--- config.mk ---
export PLATFORM = sky130hd
export DESIGN_NAME = result_display_driver
export DESIGN_NICKNAME = d
export VERILOG_FILES = /design/src/rtl/calc_pkg.sv /design/src/rtl/bin2bcd_seq.sv /design/src/rtl/result_display_driver.sv
export SDC_FILE = /design/constraint.sdc
export NUM_CORES = 1
export LEC_CHECK = 0
export CAP_MARGIN = 20
export CORE_ASPECT_RATIO = 0.7
export CORE_MARGIN = 4
export CORE_UTILIZATION = 35
export CTS_BUF_LIST = sky130_fd_sc_hd__clkbuf_16
export CTS_CLUSTER_SIZE = 8
export DETAILED_ROUTE_END_ITERATION = 6
export GPL_TIMING_DRIVEN = 0
export PLACE_DENSITY = 0.59
export REMOVE_ABC_BUFFERS = 1
export SYNTH_ARGS = -nofsm -noshare
export SYNTH_HDL_FRONTEND = slang
export SYNTH_SLANG_ARGS = --single-unit
export TNS_END_PERCENT = 50
--- constraint.sdc ---
create_clock -name clk -period 3.7 [get_ports clk]
set_input_delay 0.74 -clock clk [delete_from_list [all_inputs] [get_ports clk]]
set_output_delay 0.74 -clock clk [all_outputs]
set_load 0.005 [all_outputs]
--- src/rtl/calc_pkg.sv ---
// Shared definitions for the calculator result path: 7-segment glyphs,
// display geometry, converter state encodings and small helper functions.
package calc_pkg;

  localparam int NUM_DIGITS = 4;
  localparam int IDX_W      = $clog2(NUM_DIGITS);

  // Glyphs are {g,f,e,d,c,b,a}, active-low (0 lights a segment).
  localparam logic [6:0] SEG_0     = 7'h40;
  localparam logic [6:0] SEG_1     = 7'h79;
  localparam logic [6:0] SEG_2     = 7'h24;
  localparam logic [6:0] SEG_3     = 7'h30;
  localparam logic [6:0] SEG_4     = 7'h19;
  localparam logic [6:0] SEG_5     = 7'h12;
  localparam logic [6:0] SEG_6     = 7'h02;
  localparam logic [6:0] SEG_7     = 7'h78;
  localparam logic [6:0] SEG_8     = 7'h00;
  localparam logic [6:0] SEG_9     = 7'h10;
  localparam logic [6:0] SEG_BLANK = 7'h7F;

  // Double-dabble converter states.
  typedef enum logic [1:0] {
    IDLE  = 2'd0,
    SHIFT = 2'd1,
    DONE  = 2'd2
  } conv_state_e;

  // BCD digit to active-low glyph; anything outside 0..9 shows blank.
  function automatic logic [6:0] seg_decode(input logic [3:0] digit);
    logic [6:0] glyph;
    case (digit)
      4'd0:    glyph = SEG_0;
      4'd1:    glyph = SEG_1;
      4'd2:    glyph = SEG_2;
      4'd3:    glyph = SEG_3;
      4'd4:    glyph = SEG_4;
      4'd5:    glyph = SEG_5;
      4'd6:    glyph = SEG_6;
      4'd7:    glyph = SEG_7;
      4'd8:    glyph = SEG_8;
      4'd9:    glyph = SEG_9;
      default: glyph = SEG_BLANK;
    endcase
    return glyph;
  endfunction

  // Double-dabble correction: a nibble of 5 or more gets 3 added so the
  // following left shift carries correctly into the next decade.
  function automatic logic [3:0] dabble_adj(input logic [3:0] nibble);
    return (nibble >= 4'd5) ? (nibble + 4'd3) : nibble;
  endfunction

endpackage

--- src/rtl/bin2bcd_seq.sv ---
// Sequential 8-bit binary to 3-digit BCD converter (double dabble, one
// add-and-shift per clock). A start is only honoured in IDLE; done pulses
// for one cycle when bcd takes the new value.
module bin2bcd_seq
  import calc_pkg::*;
(
  input  logic        clk,
  input  logic        rst,
  input  logic        start,
  input  logic [7:0]  bin,
  output logic        busy,
  output logic        done,
  output logic [11:0] bcd
);

  conv_state_e state_q, state_d;
  logic [19:0] sh_q, sh_d;
  logic [2:0]  cnt_q, cnt_d;
  logic        busy_q, busy_d;
  logic        done_q, done_d;
  logic [11:0] bcd_q, bcd_d;
  logic [19:0] sh_adj;

  // Correct each BCD nibble before the shift; binary bits pass through.
  always_comb begin
    sh_adj = {dabble_adj(sh_q[19:16]), dabble_adj(sh_q[15:12]),
              dabble_adj(sh_q[11:8]), sh_q[7:0]};
  end

  // Next-state and registered-output logic for the converter FSM.
  always_comb begin
    state_d = state_q;
    sh_d    = sh_q;
    cnt_d   = cnt_q;
    busy_d  = busy_q;
    done_d  = 1'b0;
    bcd_d   = bcd_q;
    case (state_q)
      IDLE: begin
        if (start) begin
          sh_d    = {12'b0, bin};
          cnt_d   = 3'd0;
          busy_d  = 1'b1;
          state_d = SHIFT;
        end
      end
      SHIFT: begin
        sh_d  = {sh_adj[18:0], 1'b0};
        cnt_d = cnt_q + 3'd1;
        if (cnt_q == 3'd7) begin
          state_d = DONE;
        end
      end
      DONE: begin
        bcd_d   = sh_q[19:8];
        done_d  = 1'b1;
        busy_d  = 1'b0;
        state_d = IDLE;
      end
      default: begin
        busy_d  = 1'b0;
        state_d = IDLE;
      end
    endcase
  end

  // Converter state registers; reset abandons any conversion in flight.
  always_ff @(posedge clk or negedge rst) begin
    if (!rst) begin
      state_q <= IDLE;
      sh_q    <= 20'b0;
      cnt_q   <= 3'd0;
      busy_q  <= 1'b0;
      done_q  <= 1'b0;
      bcd_q   <= 12'b0;
    end else begin
      state_q <= state_d;
      sh_q    <= sh_d;
      cnt_q   <= cnt_d;
      busy_q  <= busy_d;
      done_q  <= done_d;
      bcd_q   <= bcd_d;
    end
  end

  assign busy = busy_q;
  assign done = done_q;
  assign bcd  = bcd_q;

endmodule

--- src/rtl/result_display_driver.sv ---
// Captures the ALU result on each rising edge of alu_done, converts it to
// BCD and drives a multiplexed 4-digit common-anode 7-segment display with
// leading-zero blanking. A capture while a conversion runs is dropped and
// flagged on the sticky overrun output until the next accepted capture.
module result_display_driver
  import calc_pkg::*;
#(
  parameter logic [15:0] REFRESH_CNT = 16'd50000
)
(
  input  logic        clk,
  input  logic        rst,
  input  logic [7:0]  result_uncoded,
  input  logic        alu_done,
  output logic [11:0] bcd,
  output logic        bcd_valid,
  output logic        busy,
  output logic        overrun,
  output logic [6:0]  seg,
  output logic [3:0]  an
);

  logic             alu_done_q, alu_done_d;
  logic             overrun_q, overrun_d;
  logic [15:0]      refresh_q, refresh_d;
  logic [IDX_W-1:0] idx_q, idx_d;
  logic [6:0]       seg_q, seg_d;
  logic [3:0]       an_q, an_d;
  logic             start;
  logic             conv_busy;
  logic [3:0]       hund, tens, units;

  // A held-high alu_done yields exactly one start on its rising edge.
  assign start = alu_done & ~alu_done_q;

  bin2bcd_seq u_bin2bcd (
    .clk   (clk),
    .rst   (rst),
    .start (start),
    .bin   (result_uncoded),
    .busy  (conv_busy),
    .done  (bcd_valid),
    .bcd   (bcd)
  );

  assign busy  = conv_busy;
  assign hund  = bcd[11:8];
  assign tens  = bcd[7:4];
  assign units = bcd[3:0];

  // Edge detect history and the sticky overrun flag.
  always_comb begin
    alu_done_d = alu_done;
    overrun_d  = overrun_q;
    if (start) begin
      overrun_d = conv_busy;
    end
  end

  // Refresh counter and digit index; the index advances on counter wrap.
  always_comb begin
    refresh_d = refresh_q + 16'd1;
    idx_d     = idx_q;
    if (refresh_q >= (REFRESH_CNT - 16'd1)) begin
      refresh_d = 16'd0;
      if (idx_q == IDX_W'(NUM_DIGITS - 1)) begin
        idx_d = '0;
      end else begin
        idx_d = idx_q + IDX_W'(1);
      end
    end
  end

  // Digit content for the current index, with leading-zero blanking.
  always_comb begin
    an_d = ~(4'b0001 << idx_q);
    case (idx_q)
      2'd0:    seg_d = seg_decode(units);
      2'd1:    seg_d = ((hund == 4'd0) && (tens == 4'd0)) ? SEG_BLANK
                                                          : seg_decode(tens);
      2'd2:    seg_d = (hund == 4'd0) ? SEG_BLANK : seg_decode(hund);
      default: seg_d = SEG_BLANK;
    endcase
  end

  // Top-level registers; seg and an update together so they never disagree.
  always_ff @(posedge clk or negedge rst) begin
    if (!rst) begin
      alu_done_q <= 1'b0;
      overrun_q  <= 1'b0;
      refresh_q  <= 16'd0;
      idx_q      <= '0;
      seg_q      <= SEG_BLANK;
      an_q       <= 4'hF;
    end else begin
      alu_done_q <= alu_done_d;
      overrun_q  <= overrun_d;
      refresh_q  <= refresh_d;
      idx_q      <= idx_d;
      seg_q      <= seg_d;
      an_q       <= an_d;
    end
  end

  assign overrun = overrun_q;
  assign seg     = seg_q;
  assign an      = an_q;

endmodule

==> results_dict.tcl <==
set metrics [dict create \
    outcome "finished clean" \
    synthCells 377 \
    antenna_cells 0 \
    cts.sinks 70 \
    power.leakage_uw 0.00199 \
    hp-class "register to register" \
    via_per_inst 4.95 \
    min_period_ps 2260 \
    min-delay-start "u_bin2bcd.sh_q[4]" \
    startpoint "u_bin2bcd.bcd[7]" \
    cp.required_ps 2960 \
    cts-buffers-inserted 9 \
    synthSimpleGateAreaFrac 0.153 \
    dp_hpwl_um 5360 \
    finalSetupTns_ps 0 \
    end_kind "primary output" \
    syn_avg_cell_area_um2 10.0 \
    slowest_delay_ps 600 \
    grt_max_degree 71 \
    postCtsHoldBufs 0 \
    grt_pass1_vias 2666 \
    ff2ff_path_depth 5 \
    ys_types 44 \
    drv_cap 0 \
    gp_congestion 0.790 \
    die_w_um 132 \
    first_pass_iters 5 \
    ir_drop_mv 0.337 \
    synth_mux_area_frac 0.0541 \
    drc 0 \
    power.density_nw_per_um2 740 \
    crit_cells 1 \
    worstPathMaxFanout 11 \
    wire_per_inst_um 13.8 \
    clk-insertion-delay-late_ps 330 \
    final_area_um2 4560 \
    synth_compound_area_frac 0.142 \
    ios 37 \
    dpl_cell_area_um2 4250 \
    synth_top_family_by_area "simple AND/OR/NAND/NOR gates" \
    cpLargestDelayFamily "flip-flops" \
    cts.path.max_buffers 2 \
    ff2ff_setup_slack_ps 1640 \
    antenna_found_initial 0 \
    grt_pass1_wl_um 13100 \
    ys_seq_area_frac 0.468 \
    rsz0062_at_grt "false" \
    hold_path_depth 2 \
    path_class "register to primary output" \
    fmax_ghz 0.442 \
    yosysWarnings 0 \
    min_to "u_bin2bcd.sh_q[4]" \
    r2r-end "idx_q[1]" \
    nFillCells 977 \
    worst_pin_slew_ps 863 \
    slew_headroom 0.424 \
    synthAdderAreaFrac 0.0962 \
    synth-seq-cells 70 \
    cts_setup_buffers 0 \
    post_cts_resized 0 \
    synth_area_um2 3770 \
    h-tree-depth 3 \
    coreArea_um2 10400 \
    slew_viol_final 0 \
    die_y_um 94.8 \
    grt.total_usage 0.131 \
    vias 2705 \
    cp.buffers_inverters 1 \
    hold_violations 0 \
    crit_slowest_cell "dfrtp_1" \
    cts_tree "yes" \
    area_growth_syn_to_layout_pct 20.9 \
    setup-violations-final 0 \
    cp-start-kind "register" \
    io_buffers 36 \
    die-area_um2 12500 \
    worstReg2RegStart "refresh_q[0]" \
    clkSlewWorstSetupHoldPaths_ps 60 \
    fin_crit_sh 0.612 \
    gr-total-overflow 0 \
    drive_above_1_share 0.113 \
    ant_nets 0 \
    cts_root_buf "clkbuf_16" \
    initialDrtViolationCount 185 \
    rows 31 \
    finish.net_count 450 \
    crit_arrival_ps 1520 \
    yosys.area_share.xor_xnor 0.0418 \
    worstPathCellList "clkdlybuf4s50_1" \
    initial_core_util 0.361 \
    fin_worst_skew_ps 8.07 \
    wl_um 7550 \
]
==> cell families after synthesis <==
family                     Yosys count
DFF                                 70
and+or+nand+nor                    119
muxes                               19
adders and majority gates           29
buffers and inverters               41
AOI/OAI and AO/OA                   81
xor gates and xnor gates            18
==> sequential cells by signal, summed over array words and instances, names as in the netlist <==
signal,flops
u_bin2bcd.cnt_q,3
u_bin2bcd.busy,1
alu_done_q,1
u_bin2bcd.sh_q,20
u_bin2bcd.state_q,2
an,4
u_bin2bcd.bcd,12
seg,7
u_bin2bcd.done,1
refresh_q,16
idx_q,2
overrun,1
==> metal layers <==
layer,track usage,share of wire
met1,0.180,0.51
met2,0.190,0.43
met3,0.0469,0.049
met4,0.0507,0.012
met5,0,0
==> how the worst max path moves through the flow <==
stage / to / slack [ps]
after CTS: bcd[7] / 1410
after detailed placement: u_bin2bcd.sh_q[18] / 1510
after global routing: bcd[7] / 1360
final: bcd[7] / 1440
after floorplan: u_bin2bcd.sh_q[1] / 940
after global placement: overrun / -520
==> where the power goes <==
part	total, µW	internal, µW	switching [µW]
combinational	1270	637	632
clock	900	585	315
sequential	1210	989	218
==> area by class of cell <==
cell class,instances,area [µm²],share of cell area
well taps,132,165,0.0362
repair buffers,38,380,0.0834
clock buffers,9,225,0.0494
flip-flops and latches,70,1770,0.387
multi-input cells,266,1840,0.404
inverters,25,93.8,0.0206
clock inverters,7,88.8,0.0195
==> synth_stat cells (all sizes together) <==
cell,instances,area share
a21bo,1,0.0027
a21o,1,0.0020
a21oi,18,0.024
a22o,4,0.0093
a22oi,1,0.0020
a31oi,1,0.0017
a32o,1,0.0027
a41oi,1,0.0023
and3,2,0.0033
and4,3,0.0070
buf,6,0.0096
clkbuf,10,0.010
dfrtp,59,0.39
dfstp,11,0.077
ha,29,0.096
inv,25,0.025
mux2,11,0.033
mux2i,8,0.021
nand2,39,0.039
nand2b,9,0.015
nand3,7,0.0093
nand3b,2,0.0040
nand4,7,0.012
nor2,31,0.031
nor2b,9,0.015
nor3,5,0.0066
nor4,3,0.0066
o2111ai,3,0.0070
o211ai,2,0.0040
o21ai,36,0.048
o21bai,1,0.0020
o221ai,3,0.0070
o2bb2ai,1,0.0073
o31a,2,0.0050
o31ai,4,0.0080
o32ai,1,0.0073
or2,1,0.0017
or4b,1,0.0036
xnor2,10,0.023
xor2,8,0.019
==> per-stage QoR <==
step	hold slack, ps	setup slack [ps]	utilization	power (µW)	cells
global route	506	1360	0.437	3660	547
CTS	484	1410	0.437	3430	547
finish	479	1440	0.437	3380	547
detailed placement	471	1510	0.407	2500	531
global placement	464	-523	0.405	2430	529
floorplan	444	943	-	2020	361
==> layout by cell type (no fill, tap or decap), drive strengths merged, types with 5 or more instances in the layout <==
| master | instances |
|---|---|
| xnor2 | 10 |
| clkdlybuf4s50 | 35 |
| xor2 | 8 |
| dfstp | 11 |
| nand4 | 7 |
| nand2b | 9 |
| inv | 25 |
| nand3 | 7 |
| o21ai | 36 |
| nor2b | 9 |
| nand2 | 39 |
| nor2 | 31 |
| mux2i | 8 |
| nor3 | 5 |
| dfrtp | 59 |
| clkbuf | 9 |
| ha | 29 |
| mux2 | 11 |
| a21oi | 18 |
Power figures use the tool's default switching activity.
